$ cat config.mk
export PLATFORM = sky130hd
export DESIGN_NAME = mem_wb_stage
export DESIGN_NICKNAME = d
export VERILOG_FILES = /design/src/rtl/mem_wb_stage_pkg.sv /design/src/rtl/mem_wb_stage_wb_mux.sv /design/src/rtl/mem_wb_stage.sv
export SDC_FILE = /design/constraint.sdc
export NUM_CORES = 1
export LEC_CHECK = 0
export CAP_MARGIN = 5
export CORE_MARGIN = 2
export CORE_UTILIZATION = 30
export CTS_CLUSTER_SIZE = 28
export DETAILED_ROUTE_END_ITERATION = 12
export GPL_TIMING_DRIVEN = 0
export PLACE_DENSITY = 0.69
export SYNTH_ARGS = -nofsm -noshare
export SYNTH_HDL_FRONTEND = slang
export SYNTH_SLANG_ARGS = --single-unit
$ cat constraint.sdc
create_clock -name i_clk -period 2.8 [get_ports i_clk]
set_input_delay 0.56 -clock i_clk [delete_from_list [all_inputs] [get_ports i_clk]]
set_output_delay 0.56 -clock i_clk [all_outputs]
set_load 0.005 [all_outputs]
$ cat src/rtl/mem_wb_stage_pkg.sv
// mem_wb_stage_pkg: FSM state encodings and write-back source select shared by WB, control and forwarding logic.
package mem_wb_stage_pkg;

    typedef enum logic {
        ST_RUN    = 1'b0,
        ST_HALTED = 1'b1
    } state_e;

    typedef enum logic [1:0] {
        WB_SRC_ALU  = 2'd0,
        WB_SRC_MEM  = 2'd1,
        WB_SRC_LINK = 2'd2
    } wb_src_e;

    // Link beats load beats ALU.
    function automatic wb_src_e wb_src_sel(input logic link, input logic mem_to_reg);
        return link ? WB_SRC_LINK : (mem_to_reg ? WB_SRC_MEM : WB_SRC_ALU);
    endfunction

endpackage

$ cat src/rtl/mem_wb_stage_wb_mux.sv
// wb_mux: combinational 3-way write-back source select.
module wb_mux
    import mem_wb_stage_pkg::*;
#(
    parameter int NB_WIDTH = 32
) (
    input  wb_src_e             i_sel,
    input  logic [NB_WIDTH-1:0] i_alu_data,
    input  logic [NB_WIDTH-1:0] i_mem_data,
    input  logic [NB_WIDTH-1:0] i_link_data,
    output logic [NB_WIDTH-1:0] o_data
);

    always_comb begin
        o_data = (i_sel == WB_SRC_LINK) ? i_link_data :
                 (i_sel == WB_SRC_MEM)  ? i_mem_data  : i_alu_data;
    end

endmodule

$ cat src/rtl/mem_wb_stage.sv
// mem_wb_stage: MEM/WB pipeline register, write-back select, HALT FSM and retired-instruction counter.
// Optional macro RETIRE_COUNTER_EN enables the retired-instruction counter (tied to 0 otherwise).
module mem_wb_stage
    import mem_wb_stage_pkg::*;
#(
    parameter int NB_WIDTH = 32,
    parameter int NB_REG   = 5,
    parameter int NB_CNT   = 32
) (
    input  logic                i_clk,
    input  logic                i_reset,
    input  logic                i_valid,
    input  logic                i_reg_write,
    input  logic                i_mem_to_reg,
    input  logic                i_link,
    input  logic                i_halt,
    input  logic [NB_WIDTH-1:0] i_alu_result,
    input  logic [NB_WIDTH-1:0] i_return_addr,
    input  logic [NB_REG-1:0]   i_rd_addr,
    input  logic [NB_WIDTH-1:0] i_mem_read_data,
    input  logic                i_stall,
    input  logic                i_flush,
    input  logic                i_dunit_clear,
    output logic                o_wb_we,
    output logic [NB_REG-1:0]   o_wb_addr,
    output logic [NB_WIDTH-1:0] o_wb_data,
    output logic                o_fwd_valid,
    output logic [NB_REG-1:0]   o_fwd_addr,
    output logic [NB_WIDTH-1:0] o_fwd_data,
    output logic                o_halted,
    output logic [NB_CNT-1:0]   o_retired_count
);

    logic                valid_q;
    logic                reg_write_q;
    logic                mem_to_reg_q;
    logic                link_q;
    logic                halt_q;
    logic [NB_WIDTH-1:0] alu_q;
    logic [NB_WIDTH-1:0] ret_q;
    logic [NB_REG-1:0]   rd_q;
    logic                hold_vld;
    logic [NB_WIDTH-1:0] hold_data;
    logic [NB_WIDTH-1:0] load_data;
    logic [NB_WIDTH-1:0] wb_data;
    state_e              state;
    state_e              state_nxt;

    always_ff @(posedge i_clk) begin
        if (i_reset) begin
            valid_q      <= 1'b0;
            reg_write_q  <= 1'b0;
            mem_to_reg_q <= 1'b0;
            link_q       <= 1'b0;
            halt_q       <= 1'b0;
            alu_q        <= '0;
            ret_q        <= '0;
            rd_q         <= '0;
        end else if (i_flush) begin
            valid_q      <= 1'b0;
        end else if (!i_stall) begin
            valid_q      <= i_valid;
            reg_write_q  <= i_reg_write;
            mem_to_reg_q <= i_mem_to_reg;
            link_q       <= i_link;
            halt_q       <= i_halt;
            alu_q        <= i_alu_result;
            ret_q        <= i_return_addr;
            rd_q         <= i_rd_addr;
        end
    end

    // MEM keeps advancing during a stall, so its load data is snapshotted on the first stalled edge.
    always_ff @(posedge i_clk) begin
        if (i_reset) begin
            hold_vld  <= 1'b0;
            hold_data <= '0;
        end else if (!i_stall) begin
            hold_vld  <= 1'b0;
        end else if (!hold_vld) begin
            hold_vld  <= 1'b1;
            hold_data <= i_mem_read_data;
        end
    end

    assign load_data = hold_vld ? hold_data : i_mem_read_data;

    wb_mux #(.NB_WIDTH(NB_WIDTH)) u_wb_mux (
        .i_sel       (wb_src_sel(link_q, mem_to_reg_q)),
        .i_alu_data  (alu_q),
        .i_mem_data  (load_data),
        .i_link_data (ret_q),
        .o_data      (wb_data)
    );

    always_ff @(posedge i_clk) begin
        if (i_reset) state <= ST_RUN;
        else         state <= state_nxt;
    end

    always_comb begin
        state_nxt = state;
        state_nxt = (state == ST_RUN) ? ((valid_q && halt_q) ? ST_HALTED : ST_RUN) :
                                        (i_dunit_clear ? ST_RUN : ST_HALTED);
    end

`ifdef RETIRE_COUNTER_EN
    logic [NB_CNT-1:0] cnt_q;

    always_ff @(posedge i_clk) begin
        if (i_reset || i_dunit_clear)                        cnt_q <= '0;
        else if (valid_q && state == ST_RUN && !i_stall)     cnt_q <= cnt_q + 1'b1;
    end

    assign o_retired_count = cnt_q;
`else
    assign o_retired_count = '0;
`endif

    assign o_wb_we     = valid_q && reg_write_q && (rd_q != '0) && (state == ST_RUN);
    assign o_wb_addr   = rd_q;
    assign o_wb_data   = wb_data;
    assign o_fwd_valid = o_wb_we;
    assign o_fwd_addr  = rd_q;
    assign o_fwd_data  = wb_data;
    assign o_halted    = (state == ST_HALTED);

endmodule

-- After elaboration in Yosys (flattened, before gate mapping)
Index checks and enable logic that the tools add are counted.
- logic and storage cells: 32
- input port bits: 111
- flip-flop bits (word level): 108
- output and inout port bits: 109
- multiplexer cells: 9
- reductions and logical operators: 7
- equality and inequality tests: 2
- bitwise operators: 3
- operators by type and width (operator ; count):
    32-bit 2-to-1 mux ; 3
    1-bit 2-to-1 mux ; 5
    5-bit nonzero test ; 1
    1-bit logical AND ; 4
    1-bit inverter ; 3
    2-bit by 1-bit equality test with 1-bit output, second input constant ; 1
    2-bit equality test, second input constant ; 1
    2-bit 2-to-1 mux ; 1
    2-bit AND reduction ; 1
    2-bit OR reduction ; 1

-- Depth between registers and ports, before layout
Gate-level depths: netlist of run 1.
- word-level depth: 5
- mapped depth: 6
- gate-level depth less buffers: 3

-- By module
Synthesis of run 1 repeated with hierarchy kept, for this count alone.
- cells, all modules: 668
- area, all modules: 6441.2 um2
- by module, submodules not included (module ; cells each ; area an instance (um2) ; times used ; sequential area each (um2)):
    mem_wb_stage ; 561 ; 5358.9 ; 1 ; 2162.1
    wb_mux ; 107 ; 1082.3 ; 1 ; 0.0

-- Least setup slack after synthesis of run 1
OpenSTA, ideal clock, no wires.
- path type: register to output
- start: register link_q
- end: output port o_wb_data[23]
- data required time: 2.240 ns
- arrival time: 1.205 ns
- stages on the path, launching flop included: 6
- path buffers: 3
- path slack: 1.035 ns
- path through: dfxtp_1 buf_2 nand2b_1 clkbuf_1 o21ai_0 buf_4
- cells in the longest elaborated chain, start to end: 4
- elaborated cells on any way between the ends: 5
- those cells by class: 2 x eq/ne; 3 x mux
- RTL lines (element ; RTL line ; RTL):
    start, declared ; mem_wb_stage.sv:37 ; logic link_q;
    start signal, assigned ; mem_wb_stage.sv:65 ; link_q <= i_link;
    2-bit 2-to-1 mux * ; mem_wb_stage_pkg.sv:17 ; return link ? WB_SRC_LINK : (mem_to_reg ? WB_SRC_MEM : WB_SRC_ALU);
    2-bit by 1-bit equality test with 1-bit output ; mem_wb_stage_wb_mux.sv:16 ; (i_sel == WB_SRC_MEM) ? i_mem_data : i_alu_data;
    32-bit 2-to-1 mux ; mem_wb_stage_wb_mux.sv:16 ;
    32-bit 2-to-1 mux * ; mem_wb_stage_wb_mux.sv:15 ; o_data = (i_sel == WB_SRC_LINK) ? i_link_data :
    end, declared ; mem_wb_stage.sv:26 ; output logic [NB_WIDTH-1:0] o_wb_data,
Mark *: on every way between the ends. The rest lies on a longest branch, timed or not.

-- Final worst setup path of run 1
- start: register link_q
- end: output port o_wb_data[24]
The elaborated chain is that of the path after synthesis.

==> impl_metrics.env, run 1 <==
export IMPL_reg2reg_from="hold_vld$_SDFF_PP0_"
export IMPL_core_um2=16700
export IMPL_synth_main_ff_cell="dfxtp_1"
export IMPL_rows=47
export IMPL_post_drt_wl_per_cell_um=14.8
export IMPL_power_w=0.00379
export IMPL_drtIter0Drc=245
export IMPL_antenna_found_initial=0
export IMPL_dpl_hpwl_mm=12.2
export IMPL_fin_util_pct=46.8
export IMPL_worstSetupStartpointType="flop"
export IMPL_hp_class="flop to flop"
export IMPL_synthesis_area_um2=5160
export IMPL_slew_violations=0
export IMPL_min_from="alu_q[18]$_SDFFE_PP0P_"
export IMPL_setup_viol=0
export IMPL_cts_tree="yes"
export IMPL_power_density_nw_per_um2=485
export IMPL_synth_edf_count=0
export IMPL_grt_max_degree=18
export IMPL_fin_area_um2=7810
export IMPL_grt_usage_pct=17.9
export IMPL_cts_buffer_depth=2
export IMPL_timing_final_crit_share_pct=98.3
export IMPL_crit_type="flop to output pin"
export IMPL_cp_cell_sequence="buf_2 > nand2b_2 > clkbuf_4 > o21ai_1 > buf_4 > clkdlybuf4s50_1"
export IMPL_rsz0062_at_grt="yes"
export IMPL_min_period_ns=2.75
export IMPL_endpoint_kind="output pin"
export IMPL_syn_area_per_cell_um2=7.76
export IMPL_ant_nets=0
export IMPL_r2r_slack_ns=1.44
export IMPL_vias_per_cell=4.47
export IMPL_gr_total_overflow=0
export IMPL_drive_gt1_share_pct=15.7
export IMPL_p_leak_nw=3.08
export IMPL_routabilityCongestion=0.739
export IMPL_htreeDepth=3
export IMPL_relSlewSlack_pct=59.9
export IMPL_synth_seq_cells=108
export IMPL_netlist_instances=666
export IMPL_vias=4998
export IMPL_yosys_area_top_type="dfxtp_1"
export IMPL_io_buffers=186
export IMPL_antenna_diode_count=0
export IMPL_worstMarginPinSlew_ns=0.602
export IMPL_slowest_stage="clkdlybuf4s50_1"
export IMPL_grt_pass1_vias=4814
export IMPL_required_ns=2.24
export IMPL_cap_violations=0
export IMPL_nFillCells=1716
export IMPL_outcome="completed"
export IMPL_place_area_um2=7420
export IMPL_yosys_top_cells_count="nand2_1, a21oi_1, dfxtp_1"
export IMPL_clk_latency_ns=0.35
export IMPL_yosysWarnings=0
export IMPL_fin_skew_ns=0.00921
export IMPL_grt_pass1_wl_mm=25.4
export IMPL_die_y_um=135
export IMPL_start_util_pct=30.9
export IMPL_min_path_cells=2
export IMPL_reg2reg_to="hold_data[3]$_SDFFE_PP0P_"
export IMPL_clock_sinks=108
export IMPL_postSynth_asyncResetShare_pct=0
export IMPL_dieArea_um2=18300
export IMPL_synthDistinctLibCells=23
export IMPL_pin_count=220
export IMPL_first_pass_iters=5
export IMPL_cts_root_buffer="clkbuf_16"
export IMPL_die_x_um=135
export IMPL_timing_reg2reg_worst_path_depth=5
export IMPL_hold_viol=0
export IMPL_fmax_mhz=363
export IMPL_yosysTopAreaCellShare_pct=41.9
export IMPL_final_nets=1005
export IMPL_vdd_ir_drop_max_mv=0.296
export IMPL_synth_area_top_cells="dfxtp_1, nand2_1, a21oi_1, buf_4, mux2i_1"
export IMPL_clk_pin_slew_ns=0.07
export IMPL_yosysSeqAreaShare_pct=41.9
export IMPL_hold_end="alu_q[18]$_SDFFE_PP0P_"
export IMPL_yosysMostFrequentCell="nand2_1"
export IMPL_synthToLayoutAreaGrowth_pct=51.3
export IMPL_worstPathArrival_ns=2.19
export IMPL_drt_total_wl_mm=16.5
export IMPL_cts_buffers=9
export IMPL_max_stage_delay_ns=0.49
export IMPL_drc=0
export IMPL_worstPathMaxFanout=10
## sequential cells by signal, summed over array words and instances, names as in the netlist
register      flops
alu_q            32
hold_data        32
ret_q            32
o_fwd_addr        5
halt_q            1
hold_vld          1
link_q            1
mem_to_reg_q      1
o_halted          1
reg_write_q       1
valid_q           1
## worst max-delay path by stage
stage,startpoint,end,slack [ns],cells past startpoint
floorplan,link_q$_SDFFE_PP0P_,o_wb_data[23],1.04,5
global placement,i_mem_read_data[30],o_wb_data[30],0.03,5
detailed placement,i_mem_read_data[30],o_wb_data[30],0.02,5
CTS,link_q$_SDFFE_PP0P_,o_wb_data[12],-0.04,6
global route,link_q$_SDFFE_PP0P_,o_wb_data[10],-0.03,6
finish,link_q$_SDFFE_PP0P_,o_wb_data[24],0.05,6
## metrics by stage
stage | hold slack (ns) | cells | setup TNS, ns | worst slack, ns
global placement | 0.439 | 1103 | 0 | 0.0295
finish | 0.453 | 1119 | 0 | 0.0476
detailed placement | 0.442 | 1103 | 0 | 0.0244
CTS | 0.453 | 1119 | -0.133 | -0.0428
global route | 0.473 | 1119 | -0.223 | -0.0311
floorplan | 0.432 | 697 | 0 | 1.04
## where the power goes
group | total (W) | switching [W] | leakage, nW | internal [W]
logic | 0.000770 | 0.000322 | 2.04 | 0.000448
clock network | 0.00137 | 0.000582 | 0.153 | 0.000785
registers | 0.00165 | 0.0000388 | 0.884 | 0.00161
## per-layer routing
metal / routed length [um] / GRT usage, % / up-vias / share of wire [%]
met1: 7280 / 23.1 / 2261 / 44
li1: - / - / 2560 / -
met2: 7890 / 30.0 / 160 / 48
met3: 1110 / 4.83 / 17 / 6.7
met5: 0 / 0 / - / 0
met4: 233 / 4.22 / 0 / 1.4
## layout make-up
cell class                      instances  area, um2  share of cell area [%]
Multi-Input combinational cell        470       2360                    30.2
Tap cell                              220        275                    3.52
Sequential cell                       108       2160                    27.7
Clock buffer                           10        229                    2.93
Timing Repair Buffer                  186       1860                    23.8
Buffer                                119        842                    10.8
Clock inverter                          6       86.3                    1.10
## worst max-delay path, delay by kind of cell, from the launching register on
family	cells	cell delay (ns)
buffers and inverters	4	1.05
flip-flops	1	0.30
AO/OA/AOI/OAI	1	0.25
AND/OR/NAND/NOR	1	0.24
## cells by family (layout without fill, tap and decap cells)
family,count (synthesis),after routing,synth area share (%)
buffers and inverters,119,321,15.8
multiplexers,34,34,6.61
other,1,32,0.0726
AND/OR/NAND/NOR,235,235,18.3
AO/OA/AOI/OAI,169,169,17.4
flip-flops,108,108,41.9
## placed cells by master (no fill, tap or decap)
| master | netlist | routed |
|---|---|---|
| nand2b_1 | 2 | 1 |
| clkinv_2 | 0 | 2 |
| inv_6 | 0 | 1 |
| buf_4 | 74 | 75 |
| o21ai_2 | 0 | 10 |
| or4_1 | 1 | 1 |
| nor2b_1 | 2 | 2 |
| clkdlybuf4s50_1 | 0 | 186 |
| o21ai_0 | 30 | 3 |
| clkbuf_4 | 2 | 6 |
| conb_1 | 1 | 32 |
| clkinvlp_4 | 0 | 1 |
| a21oi_1 | 116 | 116 |
| nor3b_2 | 0 | 2 |
| mux2i_1 | 33 | 33 |
| buf_6 | 8 | 9 |
| bufinv_16 | 0 | 2 |
| nor3_1 | 2 | 2 |
| mux2_2 | 1 | 1 |
| clkbuf_16 | 0 | 9 |
| o21ai_1 | 2 | 19 |
| nor3b_1 | 11 | 9 |
| nand2_1 | 212 | 212 |
| nor2_2 | 1 | 2 |
| buf_2 | 18 | 17 |
| or2_2 | 1 | 1 |
| clkbuf_1 | 16 | 11 |
| nor2_1 | 3 | 2 |
| clkbuf_2 | 0 | 2 |
| dfxtp_1 | 108 | 108 |
| nand2b_2 | 0 | 1 |
| a22oi_1 | 21 | 21 |
## what timing repair did
| action | in CTS | in global routing |
|---|---|---|
| setup buffers | 0 | 0 |
| endpoints found under the setup margin | 56 | 47 |
| hold buffers | 0 | 0 |
| gates resized for setup | 29 | 30 |
| hold endpoints to repair | 0 | 0 |
No activity file was read; power rests on OpenSTA's default activity.
==> inputs of run 2 (changes only) <==
- DONT_BUFFER_PORTS: default -> 1
- PLACE_DENSITY: 0.69 -> 0.53
==> run 2 against run 1 <==
  * Critical path depth decreased by 1
  * First-iteration DRC count fell by 38%
  * Combinational power shrank 41%
  * Critical path type unchanged
  * Highest routed layer unchanged
  * Via count is 14% lower
  * Power fell by 10%
  * Cell area down 25%
  * Register-to-register slack better by 0.02 ns
==> impl_metrics.env, run 2 (synthesis gave the netlist of run 1 again) <==
export IMPL_outcome="completed"
export IMPL_p_sw_w=0.000893
export IMPL_vdd_ir_drop_max_mv=0.298
export IMPL_vias_per_cell=4.62
export IMPL_start_util_pct=30.9
export IMPL_reg2reg_to="hold_data[19]$_SDFFE_PP0P_"
export IMPL_min_from="i_flush"
export IMPL_hp_class="input pin to flop"
export IMPL_required_ns=2.24
export IMPL_reg_top3="alu_q: 32 flops, hold_data: 32 flops, ret_q: 32 flops"
export IMPL_clock_sinks=108
export IMPL_combPwrFrac_pct=13.5
export IMPL_io_buffers=0
export IMPL_min_path_cells=1
export IMPL_cp_cell_sequence="buf_2 > buf_1 > a22oi_1 > o21ai_0 > buf_4"
export IMPL_routabilityCongestion=0.748
export IMPL_crit_type="flop to output pin"
export IMPL_cts_buffers=9
export IMPL_rows=47
export IMPL_place_worst_setup_slack_ns=0.473
export IMPL_post_drt_wl_per_cell_um=17.0
export IMPL_pin_count=220
export IMPL_die_x_um=135
export IMPL_fin_skew_ns=0.00731
export IMPL_clk_latency_ns=0.35
export IMPL_worstPathArrival_ns=2.01
export IMPL_drt_total_wl_mm=15.8
export IMPL_grt_max_degree=18
export IMPL_synthToLayoutAreaGrowth_pct=13.3
export IMPL_final_cell_mix="nand2_1, a21oi_1, dfxtp_1"
export IMPL_endpoint_kind="output pin"
export IMPL_reg2reg_from="hold_vld$_SDFF_PP0_"
export IMPL_post_cts_buffers=0
export IMPL_worst_slack_ns=0.231
export IMPL_p_clk_share_pct=37.8
export IMPL_setup_viol=0
export IMPL_gr_total_overflow=0
export IMPL_grt_pass1_wl_mm=23.3
export IMPL_worstSetupStartpointType="flop"
export IMPL_cts_buffer_depth=2
export IMPL_r2r_slack_ns=1.46
export IMPL_die_y_um=135
export IMPL_clk_pin_slew_ns=0.07
export IMPL_p_leak_nw=2.33
export IMPL_min_period_ns=2.57
export IMPL_cap_violations=0
export IMPL_cts_tree="yes"
export IMPL_hold_slack_ns=0.273
export IMPL_vias=4313
export IMPL_fmax_mhz=389
export IMPL_place_inst=917
export IMPL_max_stage_delay_ns=0.51
export IMPL_internal_power_w=0.00250
export IMPL_antenna_found_initial=0
export IMPL_relSlewSlack_pct=58.0
export IMPL_cts_root_buffer="clkbuf_16"
export IMPL_worstMarginPinSlew_ns=0.629
export IMPL_drtIter0Drc=152
export IMPL_antenna_diode_count=0
export IMPL_power_density_nw_per_um2=579
export IMPL_switching_share_pct=26.3
export IMPL_timing_final_crit_share_pct=91.8
export IMPL_ant_nets=0
export IMPL_tns_ns=0
export IMPL_nFillCells=1866
export IMPL_drive_gt1_share_pct=17.3
export IMPL_htreeDepth=3
export IMPL_final_nets=819
export IMPL_slew_violations=0
export IMPL_slowest_stage="buf_1"
export IMPL_rsz0062_at_grt="no"
export IMPL_hold_viol=0
export IMPL_hold_buffers=0
export IMPL_fin_cells=933
export IMPL_dpl_hpwl_mm=11.8
export IMPL_grt_pass1_vias=4068
export IMPL_power_w=0.00339
export IMPL_grt_usage_pct=17.1
export IMPL_timing_reg2reg_worst_path_depth=5
export IMPL_first_pass_iters=4
export IMPL_p_seq_share_pct=48.7
export IMPL_dieArea_um2=18300
export IMPL_drc=0
export IMPL_worstPathMaxFanout=10
export IMPL_hold_end="valid_q$_SDFFE_PP0N_"
export IMPL_layout_commonest_cell="nand2_1"
export IMPL_core_um2=16700
==> run 2: cell count changes in the layout (fill, tap and decap cells not counted), sizes merged <==
cell / change
clkdlybuf4s50: -186
clkinv: +2
bufinv: -1
clkinvlp: -1
==> run 2: worst max-delay path by stage <==
stage | depth (start not counted) | from | endpoint | slack (ns)
after global placement | 5 | link_q$_SDFFE_PP0P_ | o_wb_data[23] | 0.49
after global routing | 5 | link_q$_SDFFE_PP0P_ | o_wb_data[23] | 0.07
after detailed placement | 5 | link_q$_SDFFE_PP0P_ | o_wb_data[23] | 0.47
after CTS | 5 | link_q$_SDFFE_PP0P_ | o_wb_data[23] | 0.07
after floorplan | 5 | link_q$_SDFFE_PP0P_ | o_wb_data[23] | 1.04
final | 5 | link_q$_SDFFE_PP0P_ | o_wb_data[23] | 0.23
==> run 2: cell type report <==
class	count	area, um2	share of cell area, %
flip-flops and latches	108	2160	36.9
well taps	220	275	4.70
clock buffers	10	229	3.91
clock inverters	6	62.6	1.07
plain buffers	119	818	14.0
multi-input cells	470	2300	39.4
==> run 2: routing by layer <==
| layer | wire [um] | up-vias | global-route usage (%) | part of all wire (%) |
|---|---|---|---|---|
| met1 | 6800 | 1958 | 21.3 | 43 |
| met4 | 148 | 0 | 3.59 | 0.93 |
| li1 | - | 2189 | - | - |
| met2 | 7530 | 157 | 28.5 | 48 |
| met5 | 0 | - | 0 | 0 |
| met3 | 1350 | 9 | 6.06 | 8.5 |
==> run 2: timing repair <==
item	4_1_cts	5_1_grt
hold endpoints to repair	0	0
gates resized for setup	0	6
setup endpoints to repair	0	9
==> run 2: power by group through the flow <==
stage	Sequential, W	Clock [W]	Combinational (W)
3_5_place_dp	0.00169	0	0.000466
2_1_floorplan	0.00167	0	0.000359
3_3_place_gp	0.00168	0	0.000464
4_1_cts	0.00165	0.00133	0.000466
6_report	0.00165	0.00128	0.000458
5_1_grt	0.00166	0.00139	0.000511
==> run 2: worst max-delay path, delay by kind of cell, from the launching register on <==
family                 cells  cell delay (ns)
buffers and inverters      3             0.91
flip-flops                 1             0.30
AO/OA/AOI/OAI              2             0.44
==> run 2: stage by stage <==
step	instance area, um2	util [%]
after floorplan	5280	-
after global placement	5560	33.3
after detailed placement	5560	33.3
after CTS	5850	35.0
after global routing	5850	35.0
final	5850	35.0
